--- src/rtl/icache_tag_ctrl_pkg.sv ---
// ----------------------------------------------------------------------------
// icache_tag_pkg
//   Shared types and sizes for the icache tag port controller.
//   - SET_IDX_WIDTH / TAG_WIDTH : geometry of the 16 x 24 tag SRAM
//   - tag_entry_t               : SRAM word layout {valid, tag}
//   - ctrl_state_t              : controller state (CLEAR sweep / RUN)
//   - lookup_stage_t            : lookup captured at acceptance, used to form
//                                 the response one cycle later
// ----------------------------------------------------------------------------
package icache_tag_pkg;

   localparam int SET_IDX_WIDTH = 4;
   localparam int TAG_WIDTH     = 23;
   localparam int NUM_SETS      = 1 << SET_IDX_WIDTH;
   localparam int ENTRY_WIDTH   = TAG_WIDTH + 1;

   typedef struct packed {
      logic                 valid;
      logic [TAG_WIDTH-1:0] tag;
   } tag_entry_t;

   typedef enum logic {
      CLEAR = 1'b0,
      RUN   = 1'b1
   } ctrl_state_t;

   typedef struct packed {
      logic                     valid;
      logic [SET_IDX_WIDTH-1:0] set;
      logic [TAG_WIDTH-1:0]     tag;
   } lookup_stage_t;

   function automatic logic entry_hit(tag_entry_t e, logic [TAG_WIDTH-1:0] t);
      return e.valid && (e.tag == t);
   endfunction

endpackage

--- src/rtl/icache_tag_ctrl_if.sv ---
// ----------------------------------------------------------------------------
// icache_tag_ctrl_if
//   Request/response bundle between the icache datapath (master) and the tag
//   port controller (slave).
//   lookup_valid/ready, lookup_set, lookup_tag : lookup request handshake
//   resp_valid, resp_hit, resp_set             : lookup result, no backpressure
//   fill_valid/ready, fill_set, fill_tag       : fill request handshake
//   flush                                      : one-cycle invalidate-all pulse
//   init_done                                  : clear sweep has completed
// ----------------------------------------------------------------------------
interface icache_tag_ctrl_if;
   import icache_tag_pkg::*;

   logic                     lookup_valid;
   logic                     lookup_ready;
   logic [SET_IDX_WIDTH-1:0] lookup_set;
   logic [TAG_WIDTH-1:0]     lookup_tag;

   logic                     resp_valid;
   logic                     resp_hit;
   logic [SET_IDX_WIDTH-1:0] resp_set;

   logic                     fill_valid;
   logic                     fill_ready;
   logic [SET_IDX_WIDTH-1:0] fill_set;
   logic [TAG_WIDTH-1:0]     fill_tag;

   logic                     flush;
   logic                     init_done;

   modport master (
      output lookup_valid, lookup_set, lookup_tag,
      output fill_valid, fill_set, fill_tag,
      output flush,
      input  lookup_ready, fill_ready,
      input  resp_valid, resp_hit, resp_set,
      input  init_done
   );

   modport slave (
      input  lookup_valid, lookup_set, lookup_tag,
      input  fill_valid, fill_set, fill_tag,
      input  flush,
      output lookup_ready, fill_ready,
      output resp_valid, resp_hit, resp_set,
      output init_done
   );

endinterface

--- src/rtl/icache_tag_ctrl.sv ---
// ----------------------------------------------------------------------------
// icache_tag_ctrl
//   Owns the single RW port of the icache tag SRAM. After reset, and after
//   every flush, it sweeps all sets writing an invalid entry. In RUN it
//   serialises flush > fill > lookup onto the port and returns hit/miss one
//   cycle after each accepted lookup.
//
//   clk        : clock, shared with the SRAM clk0
//   rst        : asynchronous, active-high reset
//   bus        : request/response bundle (slave side)
//   sram_csb0  : SRAM chip select, active low
//   sram_web0  : SRAM write enable, active low
//   sram_addr0 : SRAM address
//   sram_din0  : SRAM write data {valid, tag}
//   sram_dout0 : SRAM read data
//
//   state | meaning
//   ------+-------------------------------------------------------------
//   CLEAR | writing an invalid entry to set r_clr_cnt, 0 -> 15; no traffic
//   RUN   | normal service; flush restarts the sweep
// ----------------------------------------------------------------------------
module icache_tag_ctrl
   import icache_tag_pkg::*;
(
   input  logic                     clk,
   input  logic                     rst,
   icache_tag_ctrl_if.slave         bus,
   output logic                     sram_csb0,
   output logic                     sram_web0,
   output logic [SET_IDX_WIDTH-1:0] sram_addr0,
   output logic [ENTRY_WIDTH-1:0]   sram_din0,
   input  logic [ENTRY_WIDTH-1:0]   sram_dout0
);

   ctrl_state_t              r_state;
   logic [SET_IDX_WIDTH-1:0] r_clr_cnt;
   logic                     r_init_done;
   lookup_stage_t            r_stage;

   ctrl_state_t              w_state_nxt;
   logic [SET_IDX_WIDTH-1:0] w_clr_cnt_nxt;
   logic                     w_init_done_nxt;
   lookup_stage_t            w_stage_nxt;

   logic                     w_fill_ready;
   logic                     w_lookup_ready;
   logic                     w_fill_acc;
   logic                     w_lookup_acc;

   logic                     w_csb;
   logic                     w_web;
   logic [SET_IDX_WIDTH-1:0] w_addr;
   tag_entry_t               w_din;
   tag_entry_t               w_rd_entry;

   always_ff @(posedge clk or posedge rst) begin
      if (rst) begin
         r_state     <= CLEAR;
         r_clr_cnt   <= '0;
         r_init_done <= 1'b0;
         r_stage     <= '0;
      end else begin
         r_state     <= w_state_nxt;
         r_clr_cnt   <= w_clr_cnt_nxt;
         r_init_done <= w_init_done_nxt;
         r_stage     <= w_stage_nxt;
      end
   end

   always_comb begin
      w_state_nxt     = r_state;
      w_clr_cnt_nxt   = r_clr_cnt;
      w_init_done_nxt = r_init_done;
      w_stage_nxt     = '0;
      w_fill_ready    = 1'b0;
      w_lookup_ready  = 1'b0;
      w_fill_acc      = 1'b0;
      w_lookup_acc    = 1'b0;
      w_csb           = 1'b1;
      w_web           = 1'b1;
      w_addr          = '0;
      w_din           = '0;

      case (r_state)
         CLEAR: begin
            // flush is ignored here; the sweep simply runs to completion
            w_csb  = 1'b0;
            w_web  = 1'b0;
            w_addr = r_clr_cnt;
            w_din  = '0;
            if (&r_clr_cnt) begin
               w_state_nxt     = RUN;
               w_init_done_nxt = 1'b1;
               w_clr_cnt_nxt   = '0;
            end else begin
               w_clr_cnt_nxt = r_clr_cnt + 1'b1;
            end
         end

         RUN: begin
            w_fill_ready   = !bus.flush;
            w_lookup_ready = !bus.flush && !bus.fill_valid;
            w_fill_acc     = w_fill_ready && bus.fill_valid;
            w_lookup_acc   = w_lookup_ready && bus.lookup_valid;

            if (bus.flush) begin
               w_state_nxt     = CLEAR;
               w_clr_cnt_nxt   = '0;
               w_init_done_nxt = 1'b0;
            end else if (w_fill_acc) begin
               w_csb  = 1'b0;
               w_web  = 1'b0;
               w_addr = bus.fill_set;
               w_din  = '{valid: 1'b1, tag: bus.fill_tag};
            end else if (w_lookup_acc) begin
               w_csb       = 1'b0;
               w_web       = 1'b1;
               w_addr      = bus.lookup_set;
               w_stage_nxt = '{valid: 1'b1, set: bus.lookup_set, tag: bus.lookup_tag};
            end
         end

         default: begin
            w_state_nxt = CLEAR;
         end
      endcase

      // During reset the state register already reads CLEAR, which would
      // otherwise drive a clear write; keep the macro deselected instead.
      if (rst) begin
         w_csb  = 1'b1;
         w_web  = 1'b1;
         w_addr = '0;
         w_din  = '0;
      end
   end

   assign sram_csb0  = w_csb;
   assign sram_web0  = w_web;
   assign sram_addr0 = w_addr;
   assign sram_din0  = w_din;

   assign bus.fill_ready   = w_fill_ready;
   assign bus.lookup_ready = w_lookup_ready;
   assign bus.init_done    = r_init_done;

   // Gating with the stage valid keeps undefined SRAM data off resp_hit.
   assign w_rd_entry     = tag_entry_t'(sram_dout0);
   assign bus.resp_valid = r_stage.valid;
   assign bus.resp_hit   = r_stage.valid & entry_hit(w_rd_entry, r_stage.tag);
   assign bus.resp_set   = r_stage.valid ? r_stage.set : '0;

endmodule

--- src/flat_wrapper.sv ---
// flat-port wrapper written by rule: the top's interface ports become plain ports
module icache_tag_ctrl_flat import icache_tag_pkg::*;
  (clk, rst, sram_csb0, sram_web0, sram_addr0, sram_din0, sram_dout0, bus_lookup_valid, bus_lookup_set, bus_lookup_tag, bus_fill_valid, bus_fill_set, bus_fill_tag, bus_flush, bus_lookup_ready, bus_fill_ready, bus_resp_valid, bus_resp_hit, bus_resp_set, bus_init_done);
  icache_tag_ctrl_if bus_i ();
  input  logic clk;
  input  logic rst;
  output logic sram_csb0;
  output logic sram_web0;
  output logic [SET_IDX_WIDTH-1:0] sram_addr0;
  output logic [ENTRY_WIDTH-1:0] sram_din0;
  input  logic [ENTRY_WIDTH-1:0] sram_dout0;
  input wire logic [$bits(bus_i.lookup_valid)-1:0] bus_lookup_valid;
  input wire logic [$bits(bus_i.lookup_set)-1:0] bus_lookup_set;
  input wire logic [$bits(bus_i.lookup_tag)-1:0] bus_lookup_tag;
  input wire logic [$bits(bus_i.fill_valid)-1:0] bus_fill_valid;
  input wire logic [$bits(bus_i.fill_set)-1:0] bus_fill_set;
  input wire logic [$bits(bus_i.fill_tag)-1:0] bus_fill_tag;
  input wire logic [$bits(bus_i.flush)-1:0] bus_flush;
  output wire logic [$bits(bus_i.lookup_ready)-1:0] bus_lookup_ready;
  output wire logic [$bits(bus_i.fill_ready)-1:0] bus_fill_ready;
  output wire logic [$bits(bus_i.resp_valid)-1:0] bus_resp_valid;
  output wire logic [$bits(bus_i.resp_hit)-1:0] bus_resp_hit;
  output wire logic [$bits(bus_i.resp_set)-1:0] bus_resp_set;
  output wire logic [$bits(bus_i.init_done)-1:0] bus_init_done;
  assign bus_i.lookup_valid = bus_lookup_valid;
  assign bus_i.lookup_set = bus_lookup_set;
  assign bus_i.lookup_tag = bus_lookup_tag;
  assign bus_i.fill_valid = bus_fill_valid;
  assign bus_i.fill_set = bus_fill_set;
  assign bus_i.fill_tag = bus_fill_tag;
  assign bus_i.flush = bus_flush;
  assign bus_lookup_ready = bus_i.lookup_ready;
  assign bus_fill_ready = bus_i.fill_ready;
  assign bus_resp_valid = bus_i.resp_valid;
  assign bus_resp_hit = bus_i.resp_hit;
  assign bus_resp_set = bus_i.resp_set;
  assign bus_init_done = bus_i.init_done;
  icache_tag_ctrl u_core (.clk(clk), .rst(rst), .bus(bus_i), .sram_csb0(sram_csb0), .sram_web0(sram_web0), .sram_addr0(sram_addr0), .sram_din0(sram_din0), .sram_dout0(sram_dout0));
endmodule
--- config.mk ---
export PLATFORM = sky130hd
export DESIGN_NAME = icache_tag_ctrl_flat
export DESIGN_NICKNAME = d
export VERILOG_FILES = /design/src/rtl/icache_tag_ctrl_pkg.sv /design/src/rtl/icache_tag_ctrl_if.sv /design/src/rtl/icache_tag_ctrl.sv /design/src/flat_wrapper.sv
export SDC_FILE = /design/constraint.sdc
export NUM_CORES = 1
export LEC_CHECK = 0
export CORE_MARGIN = 2
export CORE_UTILIZATION = 33
export CTS_BUF_LIST = sky130_fd_sc_hd__clkbuf_2 sky130_fd_sc_hd__clkbuf_4 sky130_fd_sc_hd__clkbuf_8
export CTS_CLUSTER_SIZE = 12
export DETAILED_ROUTE_END_ITERATION = 8
export PLACE_DENSITY = 0.89
export SLEW_MARGIN = 25
export SYNTH_ARGS = -nofsm -noshare
export SYNTH_HDL_FRONTEND = slang
export SYNTH_SLANG_ARGS = --single-unit
export TNS_END_PERCENT = 50
--- constraint.sdc ---
create_clock -name clk -period 2 [get_ports clk]
set_input_delay 0.5 -clock clk [delete_from_list [all_inputs] [get_ports clk]]
set_output_delay 0.5 -clock clk [all_outputs]
set_load 0.05 [all_outputs]
==> run_results.csv <==
group,metric,value,unit
outcome,status,"finished with violations",
outcome,failed_checks,"negative setup slack",
clock_tree,clock_tree.buffer_depth,2,
die,start_util,34.44,%
clock_tree,cts_root_buffer,"clkbuf_8",
timing,finalCritPeriodShare,112.7,%
timing,hold_viol,0,
final_layout,layout_commonest_cell,"clkdlybuf4s50_1",
clock_tree,cts.clk_slew.worst_paths,0.06,ns
clock_tree,cts-htree-levels,2,
placed_design,gp_congestion,0.8119,
final_layout,finish.utilization,73.30,%
routing,drt_iter0_markers,57,
final_layout,drive_gt1_share,36.76,%
clock_tree,clock-sinks,34,
die,die-area,5967,um2
synth,syn_nets,263,
routing,drc,0,
timing,whs,0.5039,ns
synth,seq_area_frac_synth,48.06,%
routing,via_per_inst,4.537,
global_route,track_usage,19.45,%
routing,wl_per_cell,14.50,um
critical_path,critPathKind,"in -> out",
placed_design,post-place-ws,-0.5950,ns
final_layout,antenna_cells,0,
timing,final.min_clock_period,2.254,ns
critical_path,cp.required,1.50,ns
synth,ys_seq_elements,34,
job,max_cap_violations,0,
critical_path,worstReg2RegEnd,"u_core.r_stage[3]",
placed_design,dp_hpwl,4.415,mm
die,dieHeight,77.25,um
routing,ant_nets,0,
synth,synth_cells,179,
routing,totalWireLength,5.670,mm
die,top_level_ports,122,
timing,setup_violations,11,
timing,fin_setup_tns,-0.3251,ns
die,die_w,77.25,um
clock_tree,cts_tree,"built",
power_and_ir_drop,p_leak,0.001783,uW
routing,vias,1774,
final_layout,nets,404,
placed_design,portBuffers,121,
timing,rsz0062_at_grt,"yes",
critical_path,cp-end-kind,"output pin",
critical_path,rr_startpoint,"u_core.r_state",
hold_path,hold_class,"in -> async",
timing,skew,0.003919,ns
synth,synth_area_per_cell,9.891,um2
critical_path,ff2ff_setup_slack,0.75,ns
global_route,grt_pass1_wl,9.135,mm
timing,setup_ws,-0.2536,ns
global_route,grt_overflow,0,
clock_tree,insertion_delay,0.28,ns
power_and_ir_drop,ir_worst_vdd,572.9,uV
timing,fmax,443.7,MHz
die,rows,26,
clock_tree,holdBufCountCts,0,
global_route,antenna_found_initial,0,
critical_path,critPathLaunch,"sram_dout0[14]",
global_route,grt_max_degree,34,
clock_tree,numCtsBuffers,5,
die,core_area,5140,um2
synth,synth.distinct_cells,30,
critical_path,cp_data_arrival_time,1.75,ns
critical_path,start_kind,"primary input",
synth,syn_area,1770,um2
final_layout,layout_common_cells,"clkdlybuf4s50_1 (56), buf_12 (36), dfrtp_1 (34), and2_1 (30), and2_4 (20)",
synth,synth_warnings,0,
critical_path,rr_worst_depth,5,
final_layout,areaGrowthSynthToFinish,112.8,%
global_route,grt_pass1_vias,1926,
timing,report.final.slew_viol_count,0,
critical_path,crit_fanout,1,
timing,tightestPinTransition,0.4167,ns
timing,relSlewSlack,72.22,%
power_and_ir_drop,p_per_area,629.6,nW/um2
routing,first_pass_iters,4,
-- registers in the layout, indices dropped and copies added (netlist names) --
signal	flops
u_core.r_stage	27
u_core.r_clr_cnt	4
u_core.bus.resp_valid	1
u_core.r_state	1
u_core.bus.init_done	1
-- worst max-delay path by stage --
stage                        end  slack (ns)
finish              bus_resp_hit       -0.25
global route        bus_resp_hit       -0.35
CTS                 bus_resp_hit       -0.33
detailed placement  bus_resp_hit       -0.60
global placement    bus_resp_hit       -0.59
floorplan           sram_din0[5]       -0.14
-- cell usage after synthesis, drive strengths merged --
library cell  instances  area share [%]
nand3b                1            0.42
and2                 54              19
nor2b                 2            0.71
nand4                 3             1.1
xor2                 18             8.9
o21a                  1            0.42
inv                   6             1.4
buf                   5             1.9
and3                  1            0.64
nor4                  4             1.4
o21ai                10             2.8
a2bb2oi               1            0.49
nand2                11             2.3
o22ai                 1            0.35
xnor2                 6             3.0
nand3                 2            0.57
a21oi                 4             1.1
nor3                  2            0.85
clkbuf                2            0.42
dfrtp                34              48
nand2b                1            0.78
o311ai                1            0.49
a21boi                1            0.42
ha                    1            0.71
nor2                  7             1.5
-- what timing repair did --
action                     4_1_cts  5_1_grt
setup buffers                    2        2
pin swaps                       35       12
gates resized for setup         57       20
setup endpoints to repair       32       28
gates cloned                     2        0
-- final cells by class --
class / instances / area [um2]
clock inverters: 1 / 5.005
repair buffers: 141 / 1719
multi-input cells: 132 / 985.9
inverters: 6 / 28.78
flip-flops and latches: 34 / 850.8
fillers: 355 / 1373
clock buffers: 7 / 90.09
well taps: 70 / 87.58
-- where the power goes --
group	internal [uW]	switching, uW
sequential	756	72.0
clock	291	225
combinational	515	513
-- cell families (layout without fill, tap and decap cells) --
logic type,count (synthesis),after routing,synth area share [%]
xor+xnor,24,24,11.87
compound gates,19,19,6.149
flops,34,34,48.06
fa+ha+maj,1,1,0.7066
buf+inv,13,155,3.746
simple gates,88,88,29.47
-- worst max-delay path, cell delays in order --
cell and delay, ns:
clkdlybuf4s50_1 0.42, xor2_1 0.15, nor2_1 0.11, nand4_1 0.17
nor3_4 0.25, buf_12 0.16
-- through the flow --
step	power, uW	cell area, um2	instances
2_1_floorplan	1309	1829	179
6_report	2372	3767	391
4_1_cts	2357	3717	389
3_5_place_dp	1790	3542	377
3_3_place_gp	1753	3542	377
5_1_grt	2498	3767	391
-- metal layers --
metal  share of wire, %  wire length (um)  track usage [%]  up-vias
met4               0.65                37            3.214        0
met3                6.0               342            6.235        4
met5                  0                 0                0        -
met2                 57              3220            36.78       74
li1                   -                 -                -      855
met1                 37              2070            21.33      841
(Power assumes the default switching activity.)
